## src/rtl/mem_access_unit_pkg.sv

```systemverilog
// ---------------------------------------------------------------------------
// mem_access_unit_pkg
//   Shared definitions for the MEM pipeline stage:
//     - data/register-address bus widths
//     - mem_size encodings (byte / half / word, 2'b11 behaves as word)
//     - helpers that build little-endian store strobes and lane-replicated
//       store data from a right-aligned operand
// ---------------------------------------------------------------------------
package mem_access_unit_pkg;

  localparam int DATA_BUS     = 32;
  localparam int REG_ADDR_BUS = 5;

  localparam logic [1:0] MEM_SIZE_BYTE = 2'b00;
  localparam logic [1:0] MEM_SIZE_HALF = 2'b01;
  localparam logic [1:0] MEM_SIZE_WORD = 2'b10;

  // Byte-lane strobes for a store. Half accesses only look at addr[1] and
  // word accesses ignore the low bits entirely, so misaligned requests land
  // on the containing aligned half/word.
  function automatic logic [3:0] store_strobe(input logic [1:0] size,
                                              input logic [1:0] addr_lo);
    logic [3:0] strb;
    case (size)
      MEM_SIZE_BYTE: strb = 4'b0001 << addr_lo;
      MEM_SIZE_HALF: strb = addr_lo[1] ? 4'b1100 : 4'b0011;
      default:       strb = 4'b1111;
    endcase
    return strb;
  endfunction

  // Replicate the operand across all lanes so the slave only needs strobes.
  function automatic logic [DATA_BUS-1:0] store_lanes(input logic [1:0] size,
                                                      input logic [DATA_BUS-1:0] data);
    logic [DATA_BUS-1:0] lanes;
    case (size)
      MEM_SIZE_BYTE: lanes = {4{data[7:0]}};
      MEM_SIZE_HALF: lanes = {2{data[15:0]}};
      default:       lanes = data;
    endcase
    return lanes;
  endfunction

endpackage

```

## src/rtl/mem_load_align.sv

```systemverilog
// ---------------------------------------------------------------------------
// mem_load_align
//   Combinational load-data aligner: selects the addressed byte/half lane of
//   a 32-bit read word and sign- or zero-extends it to 32 bits.
//   Ports:
//     i_size      in  2   access size (byte/half/word; 2'b11 treated as word)
//     i_sign_ext  in  1   1 = sign-extend, 0 = zero-extend
//     i_addr_lo   in  2   addr[1:0] of the access
//     i_rdata     in  32  raw read word from the data RAM
//     o_data      out 32  aligned and extended load result
// ---------------------------------------------------------------------------
module mem_load_align
  import mem_access_unit_pkg::*;
(
  input  logic [1:0]          i_size,
  input  logic                i_sign_ext,
  input  logic [1:0]          i_addr_lo,
  input  logic [DATA_BUS-1:0] i_rdata,
  output logic [DATA_BUS-1:0] o_data
);

  logic [7:0]  w_byte;
  logic [15:0] w_half;

  always_comb begin
    case (i_addr_lo)
      2'd0:    w_byte = i_rdata[7:0];
      2'd1:    w_byte = i_rdata[15:8];
      2'd2:    w_byte = i_rdata[23:16];
      default: w_byte = i_rdata[31:24];
    endcase
    // addr[0] is ignored for halves: a misaligned half reads the aligned one.
    w_half = i_addr_lo[1] ? i_rdata[31:16] : i_rdata[15:0];

    case (i_size)
      MEM_SIZE_BYTE: o_data = {{24{i_sign_ext & w_byte[7]}}, w_byte};
      MEM_SIZE_HALF: o_data = {{16{i_sign_ext & w_half[15]}}, w_half};
      default:       o_data = i_rdata;
    endcase
  end

endmodule

```

## src/rtl/mem_access_unit.sv

```systemverilog
// ---------------------------------------------------------------------------
// mem_access_unit
//   MEM stage of the 5-stage pipeline (between EX/MEM and MEM/WB). Issues
//   loads/stores to the data RAM over a req/ack handshake, aligns store
//   lanes, aligns/extends load data and stalls the pipe while a bus access
//   is outstanding. Exactly one bus transaction may be in flight.
//
//   Optional feature macro: MEM_ADDR_CHECK_EN
//     defined   -> misaligned half/word accesses raise addr_err, issue no
//                  request and suppress writeback.
//     undefined -> addr_err tied 0; low address bits are ignored for half
//                  and word accesses and the access proceeds.
//
//   Ports:
//     clk, rst (sync, active-high)
//     flush                      kill the instruction currently in MEM
//     mem_en/mem_write/mem_size/mem_sign_ext/addr/store_data  access request
//     result_in/write_reg_en_in/write_reg_addr_in             from EX/MEM
//     ram_req/ram_we/ram_addr/ram_wdata  -> data RAM
//     ram_ack/ram_rdata                  <- data RAM
//     stall_req                  hold IF..MEM, bubble MEM/WB
//     addr_err                   misaligned access (checked build only)
//     result_out/write_reg_en_out/write_reg_addr_out  -> MEM/WB
// ---------------------------------------------------------------------------
module mem_access_unit
  import mem_access_unit_pkg::*;
#(
  parameter int ADDR_WIDTH = 32,
  parameter int DATA_WIDTH = 32
) (
  input  logic                    clk,
  input  logic                    rst,
  input  logic                    flush,
  input  logic                    mem_en,
  input  logic                    mem_write,
  input  logic [1:0]              mem_size,
  input  logic                    mem_sign_ext,
  input  logic [ADDR_WIDTH-1:0]   addr,
  input  logic [DATA_WIDTH-1:0]   store_data,
  input  logic [DATA_WIDTH-1:0]   result_in,
  input  logic                    write_reg_en_in,
  input  logic [REG_ADDR_BUS-1:0] write_reg_addr_in,
  output logic                    ram_req,
  output logic [3:0]              ram_we,
  output logic [ADDR_WIDTH-1:0]   ram_addr,
  output logic [DATA_WIDTH-1:0]   ram_wdata,
  input  logic                    ram_ack,
  input  logic [DATA_WIDTH-1:0]   ram_rdata,
  output logic                    stall_req,
  output logic                    addr_err,
  output logic [DATA_WIDTH-1:0]   result_out,
  output logic                    write_reg_en_out,
  output logic [REG_ADDR_BUS-1:0] write_reg_addr_out
);

  typedef enum logic [1:0] {
    ST_IDLE  = 2'd0,
    ST_WAIT  = 2'd1,
    ST_DRAIN = 2'd2
  } state_t;

  state_t r_state;
  state_t w_state_next;

  // Request fields captured when an access does not complete in its first
  // cycle; they drive the bus until ack so the request stays stable even if
  // the upstream inputs change.
  logic [ADDR_WIDTH-1:0] r_addr;
  logic [3:0]            r_we;
  logic [DATA_WIDTH-1:0] r_wdata;
  logic [1:0]            r_size;
  logic                  r_sign;
  logic                  r_write;

  logic                  w_capture;
  logic                  w_misalign;
  logic [3:0]            w_in_we;
  logic [DATA_WIDTH-1:0] w_in_wdata;
  logic [1:0]            w_al_size;
  logic                  w_al_sign;
  logic [1:0]            w_al_lo;
  logic [DATA_WIDTH-1:0] w_load_data;

  assign w_in_we    = mem_write ? store_strobe(mem_size, addr[1:0]) : 4'b0000;
  assign w_in_wdata = mem_write ? store_lanes(mem_size, store_data) : '0;

`ifdef MEM_ADDR_CHECK_EN
  always_comb begin
    case (mem_size)
      MEM_SIZE_BYTE: w_misalign = 1'b0;
      MEM_SIZE_HALF: w_misalign = addr[0];
      default:       w_misalign = (addr[1:0] != 2'b00);
    endcase
  end
`else
  assign w_misalign = 1'b0;
`endif

  // In IDLE the access completes from the live inputs; afterwards the
  // captured size/sign/offset select the lane.
  assign w_al_size = (r_state == ST_IDLE) ? mem_size     : r_size;
  assign w_al_sign = (r_state == ST_IDLE) ? mem_sign_ext : r_sign;
  assign w_al_lo   = (r_state == ST_IDLE) ? addr[1:0]    : r_addr[1:0];

  mem_load_align u_load_align (
    .i_size     (w_al_size),
    .i_sign_ext (w_al_sign),
    .i_addr_lo  (w_al_lo),
    .i_rdata    (ram_rdata),
    .o_data     (w_load_data)
  );

  always_comb begin
    w_state_next       = r_state;
    w_capture          = 1'b0;
    ram_req            = 1'b0;
    ram_we             = 4'b0000;
    ram_addr           = '0;
    ram_wdata          = '0;
    stall_req          = 1'b0;
    addr_err           = 1'b0;
    result_out         = result_in;
    write_reg_en_out   = write_reg_en_in & ~flush;
    write_reg_addr_out = write_reg_addr_in;

    case (r_state)
      ST_IDLE: begin
        if (mem_en && !flush) begin
          if (w_misalign) begin
            addr_err         = 1'b1;
            write_reg_en_out = 1'b0;
          end else begin
            ram_req   = 1'b1;
            ram_we    = w_in_we;
            ram_addr  = {addr[ADDR_WIDTH-1:2], 2'b00};
            ram_wdata = w_in_wdata;
            if (ram_ack) begin
              if (!mem_write) result_out = w_load_data;
            end else begin
              stall_req        = 1'b1;
              write_reg_en_out = 1'b0;
              w_capture        = 1'b1;
              w_state_next     = ST_WAIT;
            end
          end
        end
      end

      ST_WAIT: begin
        ram_req   = 1'b1;
        ram_we    = r_we;
        ram_addr  = {r_addr[ADDR_WIDTH-1:2], 2'b00};
        ram_wdata = r_wdata;
        if (flush) begin
          // Instruction killed: finish the bus handshake but drop the result.
          write_reg_en_out = 1'b0;
          if (ram_ack) begin
            w_state_next = ST_IDLE;
          end else begin
            stall_req    = 1'b1;
            w_state_next = ST_DRAIN;
          end
        end else if (ram_ack) begin
          if (!r_write) result_out = w_load_data;
          w_state_next = ST_IDLE;
        end else begin
          stall_req        = 1'b1;
          write_reg_en_out = 1'b0;
        end
      end

      ST_DRAIN: begin
        // Keep stalling so no new request overlaps the orphaned one.
        ram_req          = 1'b1;
        ram_we           = r_we;
        ram_addr         = {r_addr[ADDR_WIDTH-1:2], 2'b00};
        ram_wdata        = r_wdata;
        write_reg_en_out = 1'b0;
        if (ram_ack) begin
          w_state_next = ST_IDLE;
        end else begin
          stall_req = 1'b1;
        end
      end

      default: begin
        w_state_next = ST_IDLE;
      end
    endcase

    // Reset quiets every output; the bus slave is reset alongside.
    if (rst) begin
      w_state_next       = ST_IDLE;
      w_capture          = 1'b0;
      ram_req            = 1'b0;
      ram_we             = 4'b0000;
      ram_addr           = '0;
      ram_wdata          = '0;
      stall_req          = 1'b0;
      addr_err           = 1'b0;
      result_out         = '0;
      write_reg_en_out   = 1'b0;
      write_reg_addr_out = '0;
    end
  end

  always_ff @(posedge clk) begin
    if (rst) begin
      r_state <= ST_IDLE;
      r_addr  <= '0;
      r_we    <= 4'b0000;
      r_wdata <= '0;
      r_size  <= MEM_SIZE_BYTE;
      r_sign  <= 1'b0;
      r_write <= 1'b0;
    end else begin
      r_state <= w_state_next;
      if (w_capture) begin
        r_addr  <= addr;
        r_we    <= w_in_we;
        r_wdata <= w_in_wdata;
        r_size  <= mem_size;
        r_sign  <= mem_sign_ext;
        r_write <= mem_write;
      end
    end
  end

endmodule
```

## config.mk

```make
export PLATFORM = sky130hd
export DESIGN_NAME = mem_access_unit
export DESIGN_NICKNAME = d
export VERILOG_FILES = /design/src/rtl/mem_access_unit_pkg.sv /design/src/rtl/mem_load_align.sv /design/src/rtl/mem_access_unit.sv
export SDC_FILE = /design/constraint.sdc
export NUM_CORES = 1
export LEC_CHECK = 0
export ABC_AREA = 1
export CAP_MARGIN = 10
export CORE_UTILIZATION = 39
export DETAILED_ROUTE_END_ITERATION = 6
export PLACE_DENSITY = 0.79
export SKIP_LAST_GASP = 1
export SYNTH_ARGS = -nofsm -noshare
export SYNTH_HDL_FRONTEND = slang
export SYNTH_SLANG_ARGS = --single-unit
```

## constraint.sdc

```tcl
create_clock -name clk -period 2.33 [get_ports clk]
set_input_delay 0.466 -clock clk [delete_from_list [all_inputs] [get_ports clk]]
set_output_delay 0.466 -clock clk [all_outputs]
set_load 0.005 [all_outputs]
```

# After elaboration in Yosys (flattened, before gate mapping)
# Cells that the tools add are included.
[totals]
reg_bits = 74
in_bits = 143
out_inout_bits = 109
word_cells = 77
[classes]
n_eq_ne = 8
shifts = 1
n_mux = 49
bitwise = 4
n_reduce_logical = 8
[op_table]
columns = ["operator", "count"]
rows = [
  ["$mux 32", 12],
  ["$pmux 32 s2", 5],
  ["$pmux 8 s3", 1],
  ["$mux 16", 1],
  ["$mux 4", 4],
  ["$pmux 4 s2", 2],
  ["$mux 2", 7],
  ["$mux 1", 12],
  ["$eq 2x1->1 const B", 4],
  ["$logic_not 2->1", 4],
  ["$pmux 2 s3", 1],
  ["$mux 5", 1],
  ["$eq 2x2->1 const B", 2],
  ["$pmux 1 s2", 2],
  ["$shl 1x2->4 const A", 1],
  ["$and 1x1->1", 3],
  ["$pmux 1 s3", 1],
  ["$ne 2x1->1 const B", 1],
  ["$ne 2x2->1 const B", 1],
  ["$reduce_and 2->1", 1],
  ["$reduce_or 2->1", 1],
  ["$logic_and 1x1->1", 1],
  ["$logic_not 1->1", 1],
  ["$not 1->1", 1],
]

# Depth between registers and ports, before layout
# Gate-level depths: netlist of the first run.
[logic_depth]
ltp_word = 11
ltp_mapped = 15
mapped_depth_nobuf = 13

# Modules after synthesis
# Synthesis of the first run repeated with hierarchy kept, for this count alone.
[hier_totals]
cells_unflattened = 1181
area_unflattened_um2 = 6513.7
[by_module_without_submodules]
columns = ["mod", "n_inst", "cells_each", "area_each_um2", "seq_area_each_um2"]
rows = [
  ["mem_access_unit", 1, 1025, 5780.5, 1481.4],
  ["mem_load_align", 1, 156, 733.2, 0.0],
]

# Worst setup path before layout of the first run
# OpenSTA, ideal clock, no wires.
[synth_timing]
kind = "reg-to-output"
from = "register r_state[1]"
to = "output result_out[21]"
t_arrival_ps = 1844
t_required_ps = 1864
setup_slack_ps = 20
path_stages_with_launch = 13
n_path_buf = 2
cell_sequence = "dfxtp_1 > inv_1 > ha_1 > buf_6 > o21a_1 > nor2_4 > nand2_2 > nand2_2 > nand2_4 > nand3_4 > buf_12 > nand2_2 > a21oi_2"
[synth_via]
elab_chain_len = 11
elab_cells_between_ends = 23
cone_classes = "4 x eq/ne; 14 x mux; 2 x bitwise; 3 x reduce/logical"
[synth_lines]
columns = ["item", "line_no", "source"]
rows = [
  ["from (decl)", "mem_access_unit.sv:62", "state_t r_state;"],
  ["from (signal assigned)", "mem_access_unit.sv:217", "r_state <= w_state_next;"],
  ["$logic_not 2->1", "n/a", ""],
  ["$mux 2", "mem_access_unit.sv:103", "assign w_al_lo = (r_state == ST_IDLE) ? addr[1:0] : r_addr[1:0];"],
  ["$eq 2x2->1 (tied with other cells)", "mem_load_align.sv:26", "case (i_addr_lo)"],
  ["$pmux 8 s3", "mem_load_align.sv:26", ""],
  ["$and 1x1->1", "mem_load_align.sv:36", "MEM_SIZE_BYTE: o_data = {{24{i_sign_ext & w_byte[7]}}, w_byte};"],
  ["$pmux 32 s2", "mem_load_align.sv:35", "case (i_size)"],
  ["$mux 32 (on tied branches)", "mem_access_unit.sv:164, mem_access_unit.sv:138", ""],
  ["$mux 32 (on tied branches)", "mem_access_unit.sv:163, mem_access_unit.sv:137", ""],
  ["$mux 32 (on tied branches)", "mem_access_unit.sv:154, mem_access_unit.sv:128", ""],
  ["$pmux 32 s2 (*)", "mem_access_unit.sv:126", "case (r_state)"],
  ["$mux 32 (*)", "mem_access_unit.sv:192", "if (rst) begin"],
  ["to (decl)", "mem_access_unit.sv:51", "output logic [DATA_WIDTH-1:0] result_out,"],
]
# Every way passes the cells marked *; elsewhere a longest branch is shown, timed or not.

# Worst setup path after layout of the first run
[layout_timing]
from = "input addr[0]"
to = "output result_out[22]"
[layout_via]
elab_chain_len = 10
elab_cells_between_ends = 15
cone_classes = "2 x eq/ne; 11 x mux; 1 x bitwise; 1 x reduce/logical"
[layout_lines]
columns = ["item", "line_no", "source"]
rows = [
  ["from (decl)", "mem_access_unit.sv:38", "input logic [ADDR_WIDTH-1:0] addr,"],
  ["$mux 2 (*)", "mem_access_unit.sv:103", ""],
  ["$eq 2x2->1 (tied with other cells)", "mem_load_align.sv:26", ""],
  ["$pmux 8 s3 (*)", "mem_load_align.sv:26", ""],
  ["$and 1x1->1 (*)", "mem_load_align.sv:36", ""],
  ["$pmux 32 s2 (*)", "mem_load_align.sv:35", ""],
  ["$mux 32 (on tied branches)", "mem_access_unit.sv:164, mem_access_unit.sv:138", ""],
  ["$mux 32 (on tied branches)", "mem_access_unit.sv:163, mem_access_unit.sv:137", ""],
  ["$mux 32 (on tied branches)", "mem_access_unit.sv:154, mem_access_unit.sv:128", ""],
  ["$pmux 32 s2 (*)", "mem_access_unit.sv:126", ""],
  ["$mux 32 (*)", "mem_access_unit.sv:192", ""],
]
# Marks and branches as above.

==> impl_results.md, run 1 <==
* Starting Density at 0.402
* Maximum VDD drop at 0.000386 V
* Tmin final at 2720 ps
* Final WL at 26000 um
* Iter 0 DRT Violations at 856
* Max-Cap Viols at 0
* Clock Root Buffer: clkbuf_16
* Final max-slew violation count at 0
* Critical Path Max Stage Delay at 510 ps
* Global Route met2 Usage at 0.549
* FFs w/ async S/R, synth at 0
* First-pass GRT wire length at 37400 um
* Dpl ws at -773 ps
* Clk_lat worst skew at 340 ps
* Reg area at 1480 um2
* Yosys top cell area share at 0.264
* Area of the multi-input gates at 4570 um2
* Post-DP HPWL at 16100 um
* Drt pass-1 iters at 6
* Fin crit share at 1.17
* Register area share after synthesis at 0.264
* Clock tree sinks at 74
* Post-Synth Simple-Gate Area at 0.342
* Top FF cell, synth: dfxtp_1
* Family with the most delay on the worst path: buffers and inverters
* Ports at 252
* WHS at 465 ps
* Synth Area in Adders at 0.00893
* Critical Path End Type: output pin
* Crit path cell chain: clkdlybuf4s50_1 -> nand2_1 -> o21a_1 -> nor2_4 -> nand2_2 -> nand2_2 -> nand2_4 -> nand3_4 -> buf_6 -> buf_12 -> nand2_2 -> a21oi_2 -> buf_2
* Synth area leader: dfxtp_1
* Post-route setup TNS at -22460 ps
* M1 GR Usage at 0.377
* PortBufs at 248
* Mean Syn Cell Area at 5.83 um2
* DR WL/cell at 17.3 um
* Critical path peak fanout at 6
* CORE AREA at 13900 um2
* Gpl congestion at 0.986
* Layout area overhead at 88.5%
* Final nets at 1462
* Die Ht at 122 um
* Total power at 5.44 mW
* Initial antenna violation count at 0
* Die Width at 122 um
* Final Hold Viols at 0
* Power Density at 515 nW/um2
* Outcome: finished with violations
* Failing checks: negative setup slack
* CTS Buf Count at 9
* Placed cells at 1434
* Synth cell count leaders: nand2_1 (290), a21oi_1 (105), nor2_1 (101)
* Mux contribution to synthesized area at 0
* Clk_skew at 8.28 ps
* Setup ws final at -390 ps
* Ant diodes at 0
* # DRC at 0
* Type of the worst setup path: in -> out
* Min-Delay Path Class: reg -> reg
* Longest Clk Path Bufs at 2
* Largest family of logic cells by synthesized area: simple AND/OR/NAND/NOR gates
* Leak Pwr at 4.64 nW
* CTS clk-pin slew, worst paths at 60 ps
* Vias in the first global route at 7567
* XOR/XNOR share of the synthesized area at 0
* Finished Layout Cells at 1500
* Synth top area cells: dfxtp_1 (26%), nand2_1 (19%), a21oi_1 (9.4%), o21ai_0 (8.8%), nor2_1 (6.8%)
* Grt total ovfl at 0
* Slew Limit Headroom at 0.455
* Die area at 14900 um2
* Htree depth at 3
* # setup viols final at 99
* Synth warnings at 0
* Complex-gate fraction of the synthesized area at 0.284
* Mapped cell area at 5610 um2
* Number of fill cells at 1016
* Share of cells above drive strength 1 at 0.392
* Gate count of the mapped netlist at 962
* EDFF count, synth at 0
* Worst setup SP type: input pin
* Slowest cell on crit path: clkdlybuf4s50_1
* Crit path buf inv count at 4
* Yosys reg bits at 74
* Max Fclk at 0.368 GHz
* Met3 global-route usage at 0.0590
* RSZ-0062 raised after global routing: true
* Grt peak-use layer: met2
* Vias per inst at 5.58
* Largest net degree at the start of global routing at 74
* GRT Total Usage at 0.317
* Data required, critical path at 1860 ps
* Via count at 8369
* Yosys cell types at 33
* Worst-Margin Slew at 818 ps
* Most common cell on crit path: nand2_2
* Most common cell in the synthesized netlist: nand2_1
* CP arrival at 2250 ps
* CTS tree: built
* Post-route ant nets at 0
* # rows at 43
## final cells by class
| class | instances | share of cell area |
|---|---|---|
| multi-input cells | 766 | 0.432 |
| repair buffers | 412 | 0.356 |
| flip-flops and latches | 74 | 0.140 |
| clock buffers | 12 | 0.0243 |
| well taps | 180 | 0.0213 |
| inverters | 52 | 0.0204 |
| clock inverters | 4 | 0.00474 |
## per-stage QoR
| step | area [um2] | utilization |
|---|---|---|
| 6_report | 10600 | 0.758 |
| 5_1_grt | 10600 | 0.758 |
| 4_1_cts | 9890 | 0.710 |
| 3_5_place_dp | 9000 | 0.646 |
| 3_3_place_gp | 9000 | 0.646 |
| 2_1_floorplan | 5610 | - |
## cells in the final DEF, fill, tap and decap left out, types with 3 or more instances in the layout
| master | count |
|---|---|
| o211ai_1 | 4 |
| o21ai_4 | 4 |
| o21ai_2 | 5 |
| o22ai_1 | 7 |
| inv_2 | 10 |
| nand2_1 | 231 |
| inv_1 | 37 |
| buf_4 | 96 |
| nor2_1 | 85 |
| dfxtp_1 | 72 |
| or2_4 | 4 |
| buf_6 | 36 |
| nor2_4 | 10 |
| nand3_2 | 9 |
| nand3_1 | 28 |
| nand2_4 | 35 |
| nand4_1 | 4 |
| nand2_2 | 42 |
| buf_2 | 97 |
| nor2_2 | 8 |
| a21oi_2 | 61 |
| conb_1 | 3 |
| clkinvlp_4 | 3 |
| a21oi_1 | 48 |
| dlymetal6s2s_1 | 5 |
| buf_16 | 4 |
| nand3_4 | 4 |
| clkbuf_16 | 11 |
| dlygate4sd2_1 | 6 |
| o21ai_1 | 45 |
| buf_12 | 19 |
| o21ai_0 | 82 |
| clkdlybuf4s50_1 | 137 |
| a21oi_4 | 6 |
| a22oi_2 | 24 |
| a211oi_1 | 3 |
| buf_8 | 7 |
## worst register-to-register path, stage by stage, from the launching register on
cell and delay, ps:
dfxtp_2 320, inv_2 70, ha_4 210, inv_6 60, buf_6 120, nor2_4 100
buf_6 120, buf_12 100, buf_8 100, inv_8 40, buf_4 130, nor3_4 170
buf_6 200, buf_12 180, nand2_1 100, o21ai_1 100
## registers in the layout, summed over array words and instances (netlist names)
register  flops
r_size        2
r_wdata      32
r_we          4
r_state       2
r_addr       32
r_write       1
r_sign        1
## what timing repair did
action | 4_1_cts | 5_1_grt
gates resized for setup | 545 | 199
setup endpoints to repair | 106 | 160
pin swaps | 77 | 111
cloned | 7 | 2
hold buffers | 0 | 0
setup buffers | 38 | 15
## metal layers
layer / up-vias / wire length, um / part of all wire
met2: 530 / 12600 / 0.49
met3: 104 / 2510 / 0.097
li1: 3891 / - / -
met5: - / 0 / 0
met1: 3844 / 9610 / 0.37
met4: 0 / 1220 / 0.047
## kinds of logic after synthesis
group                      count (synthesis)
AOI/OAI and AO/OA                        292
other                                      1
buffers and inverters                    126
DFF                                       74
and+or+nand+nor                          465
adders and majority gates                  4
## final timing paths
check / end / cells after the start / slack (ps) / start
min reg2reg: r_we[1] / 2 / 460 / r_we[1]
min: r_we[1] / 2 / 460 / r_we[1]
max: result_out[22] / 13 / -390 / addr[0]
max reg2reg: r_addr[18] / 15 / 140 / r_state[0]
## power breakdown
group	total, mW	switching [mW]	internal [mW]
Clock	1.44	0.552	0.887
Combinational	2.66	1.39	1.27
Sequential	1.34	0.0283	1.31
Total	5.44	1.97	3.47
Power figures use the tool's default switching activity.
==> run 2, diff against run 1 <==
--- a/config.mk
+++ b/config.mk
@@ -9,7 +9,7 @@
 export CAP_MARGIN = 10
 export CORE_UTILIZATION = 39
 export DETAILED_ROUTE_END_ITERATION = 6
-export PLACE_DENSITY = 0.79
+export PLACE_DENSITY_LB_ADDON = 0.3
 export SKIP_LAST_GASP = 1
 export SYNTH_ARGS = -nofsm -noshare
 export SYNTH_HDL_FRONTEND = slang
==> impl_results.md, run 2 (synthesized netlist as in run 1, its figures left out) <==
* CORE AREA at 13900 um2 (unchanged)
* Dpl ws at -822 ps (-48.8 ps)
* Crit path buf inv count at 7 (+3)
* Outcome: finished with violations
* Final design utilization at 0.807 (+0.0487)
* Commonest cells after routing, fill and taps aside: nand2_1 (232), buf_4 (171), clkdlybuf4s50_1 (137)
* CTS Buf Count at 9 (unchanged)
* Final Hold Viols at 0 (unchanged)
* Slew Limit Headroom at 0.650 (+0.196)
* CTS clk-pin slew, worst paths at 60 ps (about the same)
* Die area at 14900 um2 (unchanged)
* Switching Power at 2.09 mW (+5.7%)
* Post-route setup TNS at -31320 ps (-8860 ps)
* Type of the worst setup path: reg -> out
* Ports at 252 (unchanged)
* Crit path cell chain: inv_2 -> ha_4 -> inv_4 -> buf_6 -> nor2_4 -> buf_6 -> a21oi_4 -> buf_4 -> clkbuf_16 -> a21oi_1 -> nand2_2 -> a21oi_2 -> buf_2
* Vias per inst at 5.76 (+3.2%)
* Drt pass-1 iters at 5 (-1)
* CP startpoint: r_state[1]
* CTS tree: built
* Setup ws final at -444 ps (-53.8 ps)
* Area of the multi-input gates at 4560 um2 (-0.25%)
* Power Density at 512 nW/um2 (-0.57%)
* Post-route ant nets at 0 (unchanged)
* Number of fill cells at 860 (-15%)
* Slowest cell on crit path: dfxtp_2
* Longest Clk Path Bufs at 2 (unchanged)
* Via count at 9085 (+8.6%)
* Worst-Margin Slew at 524 ps (-294 ps)
* Critical path peak fanout at 8 (+2)
* Share of cells above drive strength 1 at 0.436 (+0.0447)
* # DRC at 0 (unchanged)
* Die Width at 122 um (unchanged)
* Final nets at 1540 (+5.3%)
* GRT Total Usage at 0.338 (+0.0203)
* Clock power share at 0.269 (+0.005)
* PortBufs at 248 (unchanged)
* Post-DP HPWL at 16100 um (-0.61%)
* Tmin final at 2770 ps (+53.8 ps)
* Fin crit share at 1.19 (+0.0231)
* Layout area overhead at 101%
* Final WL at 30900 um (+19%)
* Data required, critical path at 1860 ps (about the same)
* Worst setup SP type: flop
* Die Ht at 122 um (unchanged)
* Reg area at 1480 um2 (unchanged)
* Iter 0 DRT Violations at 852 (-0.47%)
* Placed cells at 1439 (+0.35%)
* Vias in the first global route at 7902 (+4.4%)
* Global Route met2 Usage at 0.580 (+0.0307)
* Critical Path End Type: output pin
* Worst Hold Launch: r_addr[23]
* Initial antenna violation count at 0 (unchanged)
* # setup viols final at 155 (+57%)
* RR Startpoint: r_state[1]
* Leak Pwr at 5.04 nW (+8.6%)
* # rows at 43 (unchanged)
* Max Fclk at 0.361 GHz (-1.9%)
* Max-Cap Viols at 0 (unchanged)
* Min-Delay Path Class: reg -> reg
* Commonest non-fill, non-tap cell in the layout: nand2_1
* Largest net degree at the start of global routing at 46 (-38%)
* Grt peak-use layer: met2
* Gpl congestion at 0.936 (-5.0%)
* Final max-slew violation count at 0 (unchanged)
* CP arrival at 2310 ps (+60 ps)
* Starting Density at 0.402 (unchanged)
* Grt total ovfl at 0 (unchanged)
* Clock Root Buffer: clkbuf_16
* Hold_buf cts at 0 (unchanged)
* Internal power at 3.67 mW (+5.9%)
* Failing checks: negative setup slack
* Sequential share of power at 0.234 (-0.012)
* First-pass GRT wire length at 39100 um (+4.7%)
* RSZ-0062 raised after global routing: true
* Family with the most delay on the worst path: buffers and inverters
* M1 GR Usage at 0.377 (about the same)
* Most common cell on crit path: buf_6
* Top flop regs: r_addr x32, r_wdata x32, r_we x4
* Critical Path Max Stage Delay at 330 ps (-180 ps)
* Ant diodes at 0 (unchanged)
* Met3 global-route usage at 0.0721 (+0.0131)
* Htree depth at 3 (unchanged)
* Clk_lat worst skew at 350 ps (about the same)
* DR WL/cell at 19.6 um (+13%)
* Finished Layout Cells at 1578 (+5.2%)
* Clock tree sinks at 74 (unchanged)
* Share of total power in combinational logic at 0.498 (+0.009)
* Clk_skew at 4.04 ps (-4.24 ps)
* WHS at 472 ps (+7.08 ps)
* Sw frac at 0.362 (-0.000435)
* Maximum VDD drop at 0.000490 V (+27%)
run 2: cell count changes in the layout (fill, tap and decap cells not counted), moves of 5 or more:
cell / previous run / this run
buf_12: 19 / 24
buf_2: 97 / 92
a21oi_2: 61 / 70
o21ai_0: 82 / 77
clkbuf_2: 2 / 7
o21ai_1: 45 / 50
buf_4: 96 / 171
a21oi_1: 48 / 42
run 2: worst paths after layout:
| check | to | slack, ps | cells past startpoint |
|---|---|---|---|
| worst max-delay path | result_out[10] | -440 | 13 |
| worst min-delay path | r_addr[23] | 470 | 2 |
| worst max register to register | r_wdata[5] | -420 | 15 |
| worst min register to register | r_addr[23] | 470 | 2 |
run 2: layout make-up:
| type | count | area share |
|---|---|---|
| well taps | 180 | 0.0200 |
| multi-input cells | 764 | 0.405 |
| inverters | 52 | 0.0191 |
| clock buffers | 10 | 0.0213 |
| flip-flops and latches | 74 | 0.132 |
| repair buffers | 492 | 0.395 |
| clock inverters | 6 | 0.00712 |
run 2: metal layers:
| layer | vias to the layer above | wire (um) |
|---|---|---|
| met4 | 0 | 2390 |
| met3 | 226 | 3140 |
| met1 | 4095 | 10700 |
| met5 | - | 0 |
| met2 | 723 | 14700 |
| li1 | 4041 | - |
run 2: repair_timing:
item | CTS | global route
gates cloned | 7 | 1
buffers inserted | 84 | 42
pin swaps | 64 | 106
gates resized for setup | 447 | 325
setup endpoints to repair | 101 | 111
run 2: power by group through the flow:
stage	combinational, mW	clock [mW]	sequential [mW]
6_report	2.87	1.55	1.35
5_1_grt	3.02	1.59	1.35
3_3_place_gp	1.95	0	1.36
2_1_floorplan	0.934	0	1.36
3_5_place_dp	1.96	0	1.36
4_1_cts	2.37	1.52	1.34
run 2: metrics by stage:
step	instance area, um2	total power, mW
2_1_floorplan	5610	2.29
3_3_place_gp	9030	3.31
3_5_place_dp	9030	3.32
4_1_cts	10200	5.22
5_1_grt	11200	5.97
6_report	11200	5.76
run 2: tightest hold or removal path, cell delays in order, from the launching register on:
cell and delay (ps):
dfxtp_1 310, nand2_1 60, o21ai_1 60
